<file path="config.mk">
export PLATFORM = sky130hd
export DESIGN_NAME = bch_msg_sink_flat
export DESIGN_NICKNAME = d
export VERILOG_FILES = /design/src/rtl/bch_msg_sink_if.sv /design/src/rtl/bch_msg_sink.sv /design/src/flat_wrapper.sv
export SDC_FILE = /design/constraint.sdc
export NUM_CORES = 1
export LEC_CHECK = 0
export BUFFER_PORTS_ARGS = -buffer_cell sky130_fd_sc_hd__buf_2
export CORE_MARGIN = 3
export CORE_UTILIZATION = 57
export CTS_BUF_LIST = sky130_fd_sc_hd__clkbuf_8 sky130_fd_sc_hd__clkbuf_16
export DETAILED_ROUTE_END_ITERATION = 7
export GPL_ROUTABILITY_DRIVEN = 0
export HOLD_SLACK_MARGIN = 0.1
export PLACE_DENSITY = 0.8
export SYNTH_ARGS = -nofsm -noshare
export SYNTH_HDL_FRONTEND = slang
export SYNTH_SLANG_ARGS = --single-unit
</file>
<file path="constraint.sdc">
create_clock -name clk -period 3.5 [get_ports clk]
set_input_delay 0.525 -clock clk [delete_from_list [all_inputs] [get_ports clk]]
set_output_delay 0.525 -clock clk [all_outputs]
set_load 0.01 [all_outputs]
</file>
<file path="src/rtl/bch_msg_sink_if.sv">
`default_nettype none
// ============================================================================
// Module   : bch_msg_sink_if
// Brief    : Decoder-result input and message-result output handshake bundle.
// Revision : 1.0 - initial release
// ============================================================================
interface bch_msg_sink_if;
    logic        in_valid;
    logic        in_ready;
    logic [14:0] in_codeword;
    logic        in_error_flag;
    logic        out_valid;
    logic        out_ready;
    logic [6:0]  out_msg;
    logic        out_corrected;
    logic        out_uncorrectable;

    modport master (
        output in_valid, in_codeword, in_error_flag, out_ready,
        input  in_ready, out_valid, out_msg, out_corrected, out_uncorrectable
    );

    modport slave (
        input  in_valid, in_codeword, in_error_flag, out_ready,
        output in_ready, out_valid, out_msg, out_corrected, out_uncorrectable
    );
endinterface
`default_nettype wire

</file>
<file path="src/rtl/bch_msg_sink.sv">
`default_nettype none
// ============================================================================
// Module   : bch_msg_sink
// Brief    : BCH(15,7) residual re-check, message FIFO and saturating stats.
// Revision : 1.0 - initial release
// ============================================================================
module bch_msg_sink #(
    parameter int FIFO_DEPTH = 4,
    parameter int CNT_W      = 16
) (
    input  wire              clk,
    input  wire              rst,
    bch_msg_sink_if.slave    bus,
    input  wire              clear_stats,
    output logic [CNT_W-1:0] frame_cnt,
    output logic [CNT_W-1:0] corr_cnt,
    output logic [CNT_W-1:0] fail_cnt
);
    localparam int               c_aw      = $clog2(FIFO_DEPTH);
    localparam logic [8:0]       c_gen     = 9'h1D1;
    localparam logic [CNT_W-1:0] c_cnt_max = '1;

    logic [8:0]       r_mem [FIFO_DEPTH];
    logic [c_aw:0]    r_wr_ptr;
    logic [c_aw:0]    r_rd_ptr;
    logic [6:0]       r_out_msg;
    logic             r_out_corr;
    logic             r_out_unc;
    logic [CNT_W-1:0] r_frame_cnt;
    logic [CNT_W-1:0] r_corr_cnt;
    logic [CNT_W-1:0] r_fail_cnt;

    logic [14:0]      w_rem;
    logic             w_unc;
    logic             w_corr;
    logic [8:0]       w_entry;
    logic             w_full;
    logic             w_empty;
    logic             w_push;
    logic             w_pop;
    logic [c_aw:0]    w_wr_next;
    logic [c_aw:0]    w_rd_next;
    logic [8:0]       w_head_next;

    // Long division of c(x) by g(x); only the low 8 bits survive as remainder.
    always_comb begin
        w_rem = bus.in_codeword;
        for (int i = 14; i >= 8; i--) begin
            if (w_rem[i]) begin
                w_rem = w_rem ^ (15'(c_gen) << (i - 8));
            end
        end
    end

    assign w_unc   = |w_rem[7:0];
    assign w_corr  = bus.in_error_flag & ~w_unc;
    assign w_entry = {bus.in_codeword[14:8], w_corr, w_unc};

    assign w_empty   = (r_wr_ptr == r_rd_ptr);
    assign w_full    = (r_wr_ptr[c_aw] != r_rd_ptr[c_aw]) &&
                       (r_wr_ptr[c_aw-1:0] == r_rd_ptr[c_aw-1:0]);
    assign w_push    = bus.in_valid & ~w_full;
    assign w_pop     = bus.out_ready & ~w_empty;
    assign w_wr_next = r_wr_ptr + {{c_aw{1'b0}}, w_push};
    assign w_rd_next = r_rd_ptr + {{c_aw{1'b0}}, w_pop};

    // The head register must pick up the entry being written when the new
    // read pointer lands on the slot that is only now being filled.
    assign w_head_next = (w_rd_next == r_wr_ptr) ? w_entry
                                                 : r_mem[w_rd_next[c_aw-1:0]];

    always_ff @(posedge clk) begin
        if (w_push) begin
            r_mem[r_wr_ptr[c_aw-1:0]] <= w_entry;
        end
    end

    always_ff @(posedge clk or negedge rst) begin
        if (!rst) begin
            r_wr_ptr   <= '0;
            r_rd_ptr   <= '0;
            r_out_msg  <= '0;
            r_out_corr <= 1'b0;
            r_out_unc  <= 1'b0;
        end else begin
            r_wr_ptr <= w_wr_next;
            r_rd_ptr <= w_rd_next;
            if (w_rd_next != w_wr_next) begin
                r_out_msg  <= w_head_next[8:2];
                r_out_corr <= w_head_next[1];
                r_out_unc  <= w_head_next[0];
            end
        end
    end

    always_ff @(posedge clk or negedge rst) begin
        if (!rst) begin
            r_frame_cnt <= '0;
            r_corr_cnt  <= '0;
            r_fail_cnt  <= '0;
        end else if (clear_stats) begin
            r_frame_cnt <= '0;
            r_corr_cnt  <= '0;
            r_fail_cnt  <= '0;
        end else if (w_push) begin
            if (r_frame_cnt != c_cnt_max) r_frame_cnt <= r_frame_cnt + 1'b1;
            if (w_corr && (r_corr_cnt != c_cnt_max)) r_corr_cnt <= r_corr_cnt + 1'b1;
            if (w_unc && (r_fail_cnt != c_cnt_max)) r_fail_cnt <= r_fail_cnt + 1'b1;
        end
    end

    assign bus.in_ready          = ~w_full;
    assign bus.out_valid         = ~w_empty;
    assign bus.out_msg           = r_out_msg;
    assign bus.out_corrected     = r_out_corr;
    assign bus.out_uncorrectable = r_out_unc;
    assign frame_cnt             = r_frame_cnt;
    assign corr_cnt              = r_corr_cnt;
    assign fail_cnt              = r_fail_cnt;
endmodule
`default_nettype wire

</file>
<file path="src/flat_wrapper.sv">
// flat-port wrapper written by rule: the top's interface ports become plain ports
module bch_msg_sink_flat 
#(
    parameter int FIFO_DEPTH = 4,
    parameter int CNT_W      = 16
)
  (clk, rst, clear_stats, frame_cnt, corr_cnt, fail_cnt, bus_in_valid, bus_in_codeword, bus_in_error_flag, bus_out_ready, bus_in_ready, bus_out_valid, bus_out_msg, bus_out_corrected, bus_out_uncorrectable);
  bch_msg_sink_if bus_i ();
  input  wire clk;
  input  wire rst;
  input  wire clear_stats;
  output logic [CNT_W-1:0] frame_cnt;
  output logic [CNT_W-1:0] corr_cnt;
  output logic [CNT_W-1:0] fail_cnt;
  input wire logic [$bits(bus_i.in_valid)-1:0] bus_in_valid;
  input wire logic [$bits(bus_i.in_codeword)-1:0] bus_in_codeword;
  input wire logic [$bits(bus_i.in_error_flag)-1:0] bus_in_error_flag;
  input wire logic [$bits(bus_i.out_ready)-1:0] bus_out_ready;
  output wire logic [$bits(bus_i.in_ready)-1:0] bus_in_ready;
  output wire logic [$bits(bus_i.out_valid)-1:0] bus_out_valid;
  output wire logic [$bits(bus_i.out_msg)-1:0] bus_out_msg;
  output wire logic [$bits(bus_i.out_corrected)-1:0] bus_out_corrected;
  output wire logic [$bits(bus_i.out_uncorrectable)-1:0] bus_out_uncorrectable;
  assign bus_i.in_valid = bus_in_valid;
  assign bus_i.in_codeword = bus_in_codeword;
  assign bus_i.in_error_flag = bus_in_error_flag;
  assign bus_i.out_ready = bus_out_ready;
  assign bus_in_ready = bus_i.in_ready;
  assign bus_out_valid = bus_i.out_valid;
  assign bus_out_msg = bus_i.out_msg;
  assign bus_out_corrected = bus_i.out_corrected;
  assign bus_out_uncorrectable = bus_i.out_uncorrectable;
  bch_msg_sink #(.FIFO_DEPTH(FIFO_DEPTH), .CNT_W(CNT_W)) u_core (.clk(clk), .rst(rst), .bus(bus_i), .clear_stats(clear_stats), .frame_cnt(frame_cnt), .corr_cnt(corr_cnt), .fail_cnt(fail_cnt));
endmodule
</file>
* Yosys cells after proc, flatten, opt, wreduce, memory -nomap -nowiden *
Memory sizes are Yosys's and may differ from the RTL's.
Index checks and enable logic that the tools add are counted.

word-level totals
  register bits = 63
  RAM bits = 36
  bits of input ports = 21
  output and inout bits = 59
  word-level logic and storage cells = 65
  memories kept = 1

memory list
  memory        depth  width  read ports  clocked after Yosys merged registers in  wr ports  line                RTL
  u_core.r_mem  4      9      1           0                                        1         bch_msg_sink.sv:23  logic [8:0] r_mem [FIFO_DEPTH];

operators by class
  add/subtract/negate cells = 5
  eq/ne operators = 8
  mux-type cells = 19
  bitwise operators = 13
  reduce and logical (&&, ||, !) cells = 11

operators with widths
  operator                                                          count
  16-bit 2-to-1 mux                                                 9
  16-bit by 1-bit adder with 16-bit output (second input constant)  3
  16-bit inequality test (second input constant)                    3
  4-bit inverter                                                    7
  9-bit 2-to-1 mux                                                  2
  14-bit 2-to-1 mux                                                 1
  13-bit 2-to-1 mux                                                 1
  12-bit 2-to-1 mux                                                 1
  11-bit 2-to-1 mux                                                 1
  10-bit 2-to-1 mux                                                 1
  8-bit 2-to-1 mux                                                  1
  2-bit nonzero test                                                4
  8-bit OR reduction                                                1
  3-bit by 1-bit adder with 3-bit output                            2
  3-bit equality test                                               2
  2-bit AND reduction                                               3
  1-bit AND                                                         3
  1-bit logical AND                                                 3
  3-bit inequality test                                             1
  1-bit inverter                                                    3
  2-bit equality test                                               1
  1-bit 2-to-1 mux                                                  2
  1-bit inequality test                                             1

* Longest topological paths before layout *
  depth after elaboration = 21
  depth in mapped cells = 13
  gate-level depth less buffers = 11

* Worst setup path before layout *
Ideal clock, no wire load.

  path type = register -> register
  start = register u_core.r_wr_ptr[0]
  end = register u_core.r_out_corr (netlist: u_core.bus.out_corrected)
  setup time = 119 ps
  data arrival time = 3037 ps
  required time = 3381 ps
  slack = 344 ps
  stages on the path, launching flop included = 12
  buffers on the path = 2
  period minus slack after synthesis = 3156 ps
  cell sequence = dfrtp_1 > xor2_1 > o31ai_1 > inv_1 > ha_1 > ha_1 > xor2_1 > xor2_1 > or3_1 > clkbuf_1 > buf_1 > o21a_1

on the way
  longest elaborated chain between the ends = 6
  elaborated cells between the ends (all ways) = 13
  classes of those cells = 2 x add/sub; 4 x eq/ne; 1 x mux; 4 x bitwise; 1 x reduce/logical; 1 x memory

ends and longest elaborated chain
  item                                        line                RTL
  start, declared                             bch_msg_sink.sv:24  logic [c_aw:0] r_wr_ptr;
  start signal, assigned                      bch_msg_sink.sv:86  r_wr_ptr <= w_wr_next;
  2-bit equality test                         bch_msg_sink.sv:61  (r_wr_ptr[c_aw-1:0] == r_rd_ptr[c_aw-1:0]);
  1-bit logical AND                           bch_msg_sink.sv:60  assign w_full = (r_wr_ptr[c_aw] != r_rd_ptr[c_aw]) &&
  1-bit inverter                              bch_msg_sink.sv:62  assign w_push = bus.in_valid & ~w_full;
  1-bit AND                                   bch_msg_sink.sv:62
  3-bit by 1-bit adder with 3-bit output (*)  bch_msg_sink.sv:64  assign w_wr_next = r_wr_ptr + {{c_aw{1'b0}}, w_push};
  via u_core.w_wr_next[2]                     bch_msg_sink.sv:41  logic [c_aw:0] w_wr_next;
  3-bit inequality test (*)                   bch_msg_sink.sv:88  if (w_rd_next != w_wr_next) begin
  end signal, assigned                        bch_msg_sink.sv:90  r_out_corr <= w_head_next[1];
  end, declared                               bch_msg_sink.sv:27  logic r_out_corr;

Mark *: on every way through the listed nets, which the timed path passes. The rest lies on a longest branch.
A chain may end at the register's enable or synchronous reset.

* Final worst setup path *
  start = register u_core.r_rd_ptr[2]
  end = register u_core.r_out_corr (netlist: u_core.bus.out_corrected)

on the way
  longest elaborated chain between the ends = 6
  elaborated cells between the ends (all ways) = 13
  classes of those cells = 2 x add/sub; 4 x eq/ne; 1 x mux; 4 x bitwise; 1 x reduce/logical; 1 x memory

ends and longest elaborated chain
  item                                                          line                RTL
  start, declared                                               bch_msg_sink.sv:25  logic [c_aw:0] r_rd_ptr;
  start signal, assigned                                        bch_msg_sink.sv:87  r_rd_ptr <= w_rd_next;
  3-bit equality test (*)                                       bch_msg_sink.sv:59  assign w_empty = (r_wr_ptr == r_rd_ptr);
  1-bit inverter (*)                                            bch_msg_sink.sv:63  assign w_pop = bus.out_ready & ~w_empty;
  1-bit AND (*)                                                 bch_msg_sink.sv:63
  3-bit by 1-bit adder with 3-bit output (*)                    bch_msg_sink.sv:65  assign w_rd_next = r_rd_ptr + {{c_aw{1'b0}}, w_pop};
  via u_core.w_rd_next[1]                                       bch_msg_sink.sv:42  logic [c_aw:0] w_rd_next;
  memory read 4 x 9 bit or 3-bit equality test (tied branches)  --
  9-bit 2-to-1 mux                                              bch_msg_sink.sv:69  assign w_head_next = (w_rd_next == r_wr_ptr) ? w_entry

Marked as above.

==> results.ini <==
[status]
status=finished clean

[setup_path]
worstReg2RegStart=u_core.r_rd_ptr[2]
crit_arrival_ns=3.30
critPathCaptureType=flip-flop
cp_max_fo=18
cp-start-kind=flip-flop
worstPathRequired_ns=3.76
crit_type=reg2reg
crit_start=u_core.r_rd_ptr[2]

[floorplanning]
initial_core_util_pct=59.1
io_pins=80
die_area_um2=9760
core.rowCount=33
dieWidth_um=98.8
dieHeight_um=98.8
core_um2=8300

[timing]
timing.final.crit_period_ns=3.04
finClkSkew_ns=0.0152
slew_violations=0
tightest_slew_ns=1.13
final.setup.tns_ns=0
fin_ws_ns=0.462
hold_viol=0
min_period_over_period_pct=86.8
rsz0062_at_grt=false
fmax_mhz=329
finalSetupViolCount=0
slew_headroom_pct=24.4

[detailed_routing]
drc=0
wl_met2_um=5150
routed_wl_um=10500
drt-met1-wl_um=4680
maxUsedRoutingLayer=met4
final_antenna_net_count=0
wl_per_cell_um=17.0
drtIter0Drc=246
vias_per_cell=6.02
firstDrtPassIters=4
vias=3697
wl_met3_um=498

[synthesis]
ys_seq_area_share_pct=54.2
netlist_area_um2=4910
synth_seq_cells=99
ys.warnings.count=0
syn_nets=458
synth-async-reset-ratio_pct=63.6
avgSynthCellArea_um2=11.4
synth.distinct_cells=46
synth_flop_cell=dfrtp_1
synth_edf_count=36
synth_cells=430

[power_and_ir_drop]
p_int_mw=2.41
swShare_pct=36.6
switchingPower_mw=1.39
p_seq_share_pct=40.8
comb_power_share_pct=40.3
p_clk_share_pct=18.9
vdd_ir_drop_max_uv=356
power_leakage_nw=2.36
power.density_nw_per_um2=680

[grt]
grtUsageTotal_pct=22.2
grt_pass1_vias=3496
grt_max_degree=51
antenna_found_initial=0
grt_pass1_wl_um=17400
grt_overflow=0

[cells_and_area]
drive_above_1_share_pct=23.8
multi_input_area_um2=2110
area_delta_synth_final_pct=13.7
ff_latch_area_um2=2660
final_util_pct=67.2
nets=532
antennaDiodeCount=0
fill_cells=635

[clock_network]
h-tree-depth=3
cts_resized=0
root_buffer=clkbuf_8
cts_sinks=99
cts_setup_buffers=0
cts_buffer_depth=2
clk_pin_slew_ns=0.11
insertion_delay_ns=0.37
cts_buffers=9
cts_tree=done
holdBufCountCts=0

[placement]
io_buffers=79
place_ws_ns=0.310
post-dp-hpwl_um=7250

[run]
max_cap_viol_count=0

[worst_hold_path]
min_path_type=in2async

[cell families (layout without fill, tap and decap cells)]
kind of cell	Yosys count	count (layout)	synth area share (%)
DFF	99	99	54.2
AOI/OAI and AO/OA	79	79	9.67
adders and majority gates	7	7	1.79
xor gates and xnor gates	38	38	7.83
buffers and inverters	34	113	2.93
and+or+nand+nor	149	149	16.3
muxes	24	24	7.27
[critical path: stages (launching register included)]
cell and delay [ns]:
dfrtp_1 0.41, xnor2_1 0.32, nand2_1 0.13, and2_1 0.18, ha_1 0.18, ha_1 0.63, xor2_1 0.18, or3_1 0.49
o311ai_0 0.26, o21a_1 0.16
[power groups by stage]
stage                     clock network, mW  logic [mW]  registers [mW]
final                                 0.719        1.53            1.55
after global routing                  0.775        1.69            1.57
after CTS                             0.725        1.55            1.55
after detailed placement                  0        1.54            1.57
after global placement                    0        1.49            1.56
after floorplan                           0        1.11            1.58
[sequential cells by signal, indices dropped and copies added (netlist names)]
name / cells
u_core.r_mem: 36
u_core.corr_cnt: 16
u_core.fail_cnt: 16
u_core.frame_cnt: 16
u_core.bus.out_msg: 7
u_core.r_rd_ptr: 3
u_core.r_wr_ptr: 3
u_core.bus.out_corrected: 1
u_core.bus.out_uncorrectable: 1
[cells in the final DEF (no fill, tap or decap), drive strengths merged, types with 3 or more instances in the layout]
cell type   n
or3        17
mux2i      12
a21oi      36
nand4      15
clkbuf      9
and4        5
nor4        5
or4b        3
mux2        3
and2        4
nor3        9
xor2       17
dfrtp      63
nand3      17
o41ai       5
o31ai       9
buf        86
xnor2      18
nand2      23
o21ai      16
mux4        9
nor2       32
or4        10
inv        16
edfxtp     36
nor2b       3
and3        5
ha          7
o21bai      3
[path summary, 6_finish.rpt]
path / depth (start not counted) / end / slack [ns]
max in group asynchronous: 2 / u_core.bus.out_corrected / 2.30
hold / removal: 1 / u_core.frame_cnt[11] / 0.38
min in group clk: 1 / u_core.r_mem[2][3] / 0.45
setup reg to reg: 9 / u_core.bus.out_corrected / 0.46
setup / recovery: 9 / u_core.bus.out_corrected / 0.46
hold reg to reg: 1 / u_core.r_wr_ptr[2] / 0.52
[cells in the mapped netlist (all sizes together) (6+ instances only)]
cell type | n | area, um2
nand2 | 23 | 86.3
o31ai | 9 | 67.6
nand3 | 17 | 85.1
o21ai | 16 | 80.1
xor2 | 17 | 149
mux4 | 9 | 203
or3 | 17 | 106
mux2i | 12 | 120
nor2 | 32 | 120
inv | 11 | 41.3
edfxtp | 36 | 1080
nand4 | 15 | 93.8
a21oi | 36 | 180
xnor2 | 18 | 165
ha | 7 | 87.6
dfrtp | 63 | 1580
or4 | 10 | 78.8
buf | 6 | 38.8
nor3 | 9 | 45.0
clkbuf | 17 | 63.8
[cell type report]
type                       count  area share (%)
clock buffer                   9            2.22
timing repair buffer          86            8.03
tap                          105            2.35
multi-input combinational    297            37.9
clock inverter                 7            1.17
sequential                    99            47.6
inverter                      11           0.740
[per-stage QoR]
step / total power, mW / hold slack (ns) / std cells / area, um2
floorplan: 2.70 / 0.229 / 430 / 4910
global placement: 3.05 / 0.503 / 598 / 5390
detailed placement: 3.11 / 0.511 / 598 / 5390
CTS: 3.82 / 0.415 / 614 / 5580
global route: 4.04 / 0.438 / 614 / 5580
finish: 3.80 / 0.378 / 614 / 5580
[layer usage]
| layer | up-vias | global-route usage (%) |
|---|---|---|
| met5 | - | 0 |
| met4 | 0 | 7.04 |
| met3 | 12 | 3.54 |
| met2 | 125 | 34.8 |
| met1 | 1809 | 31.9 |
| li1 | 1751 | - |
No activity file was read; power rests on OpenSTA's default activity.
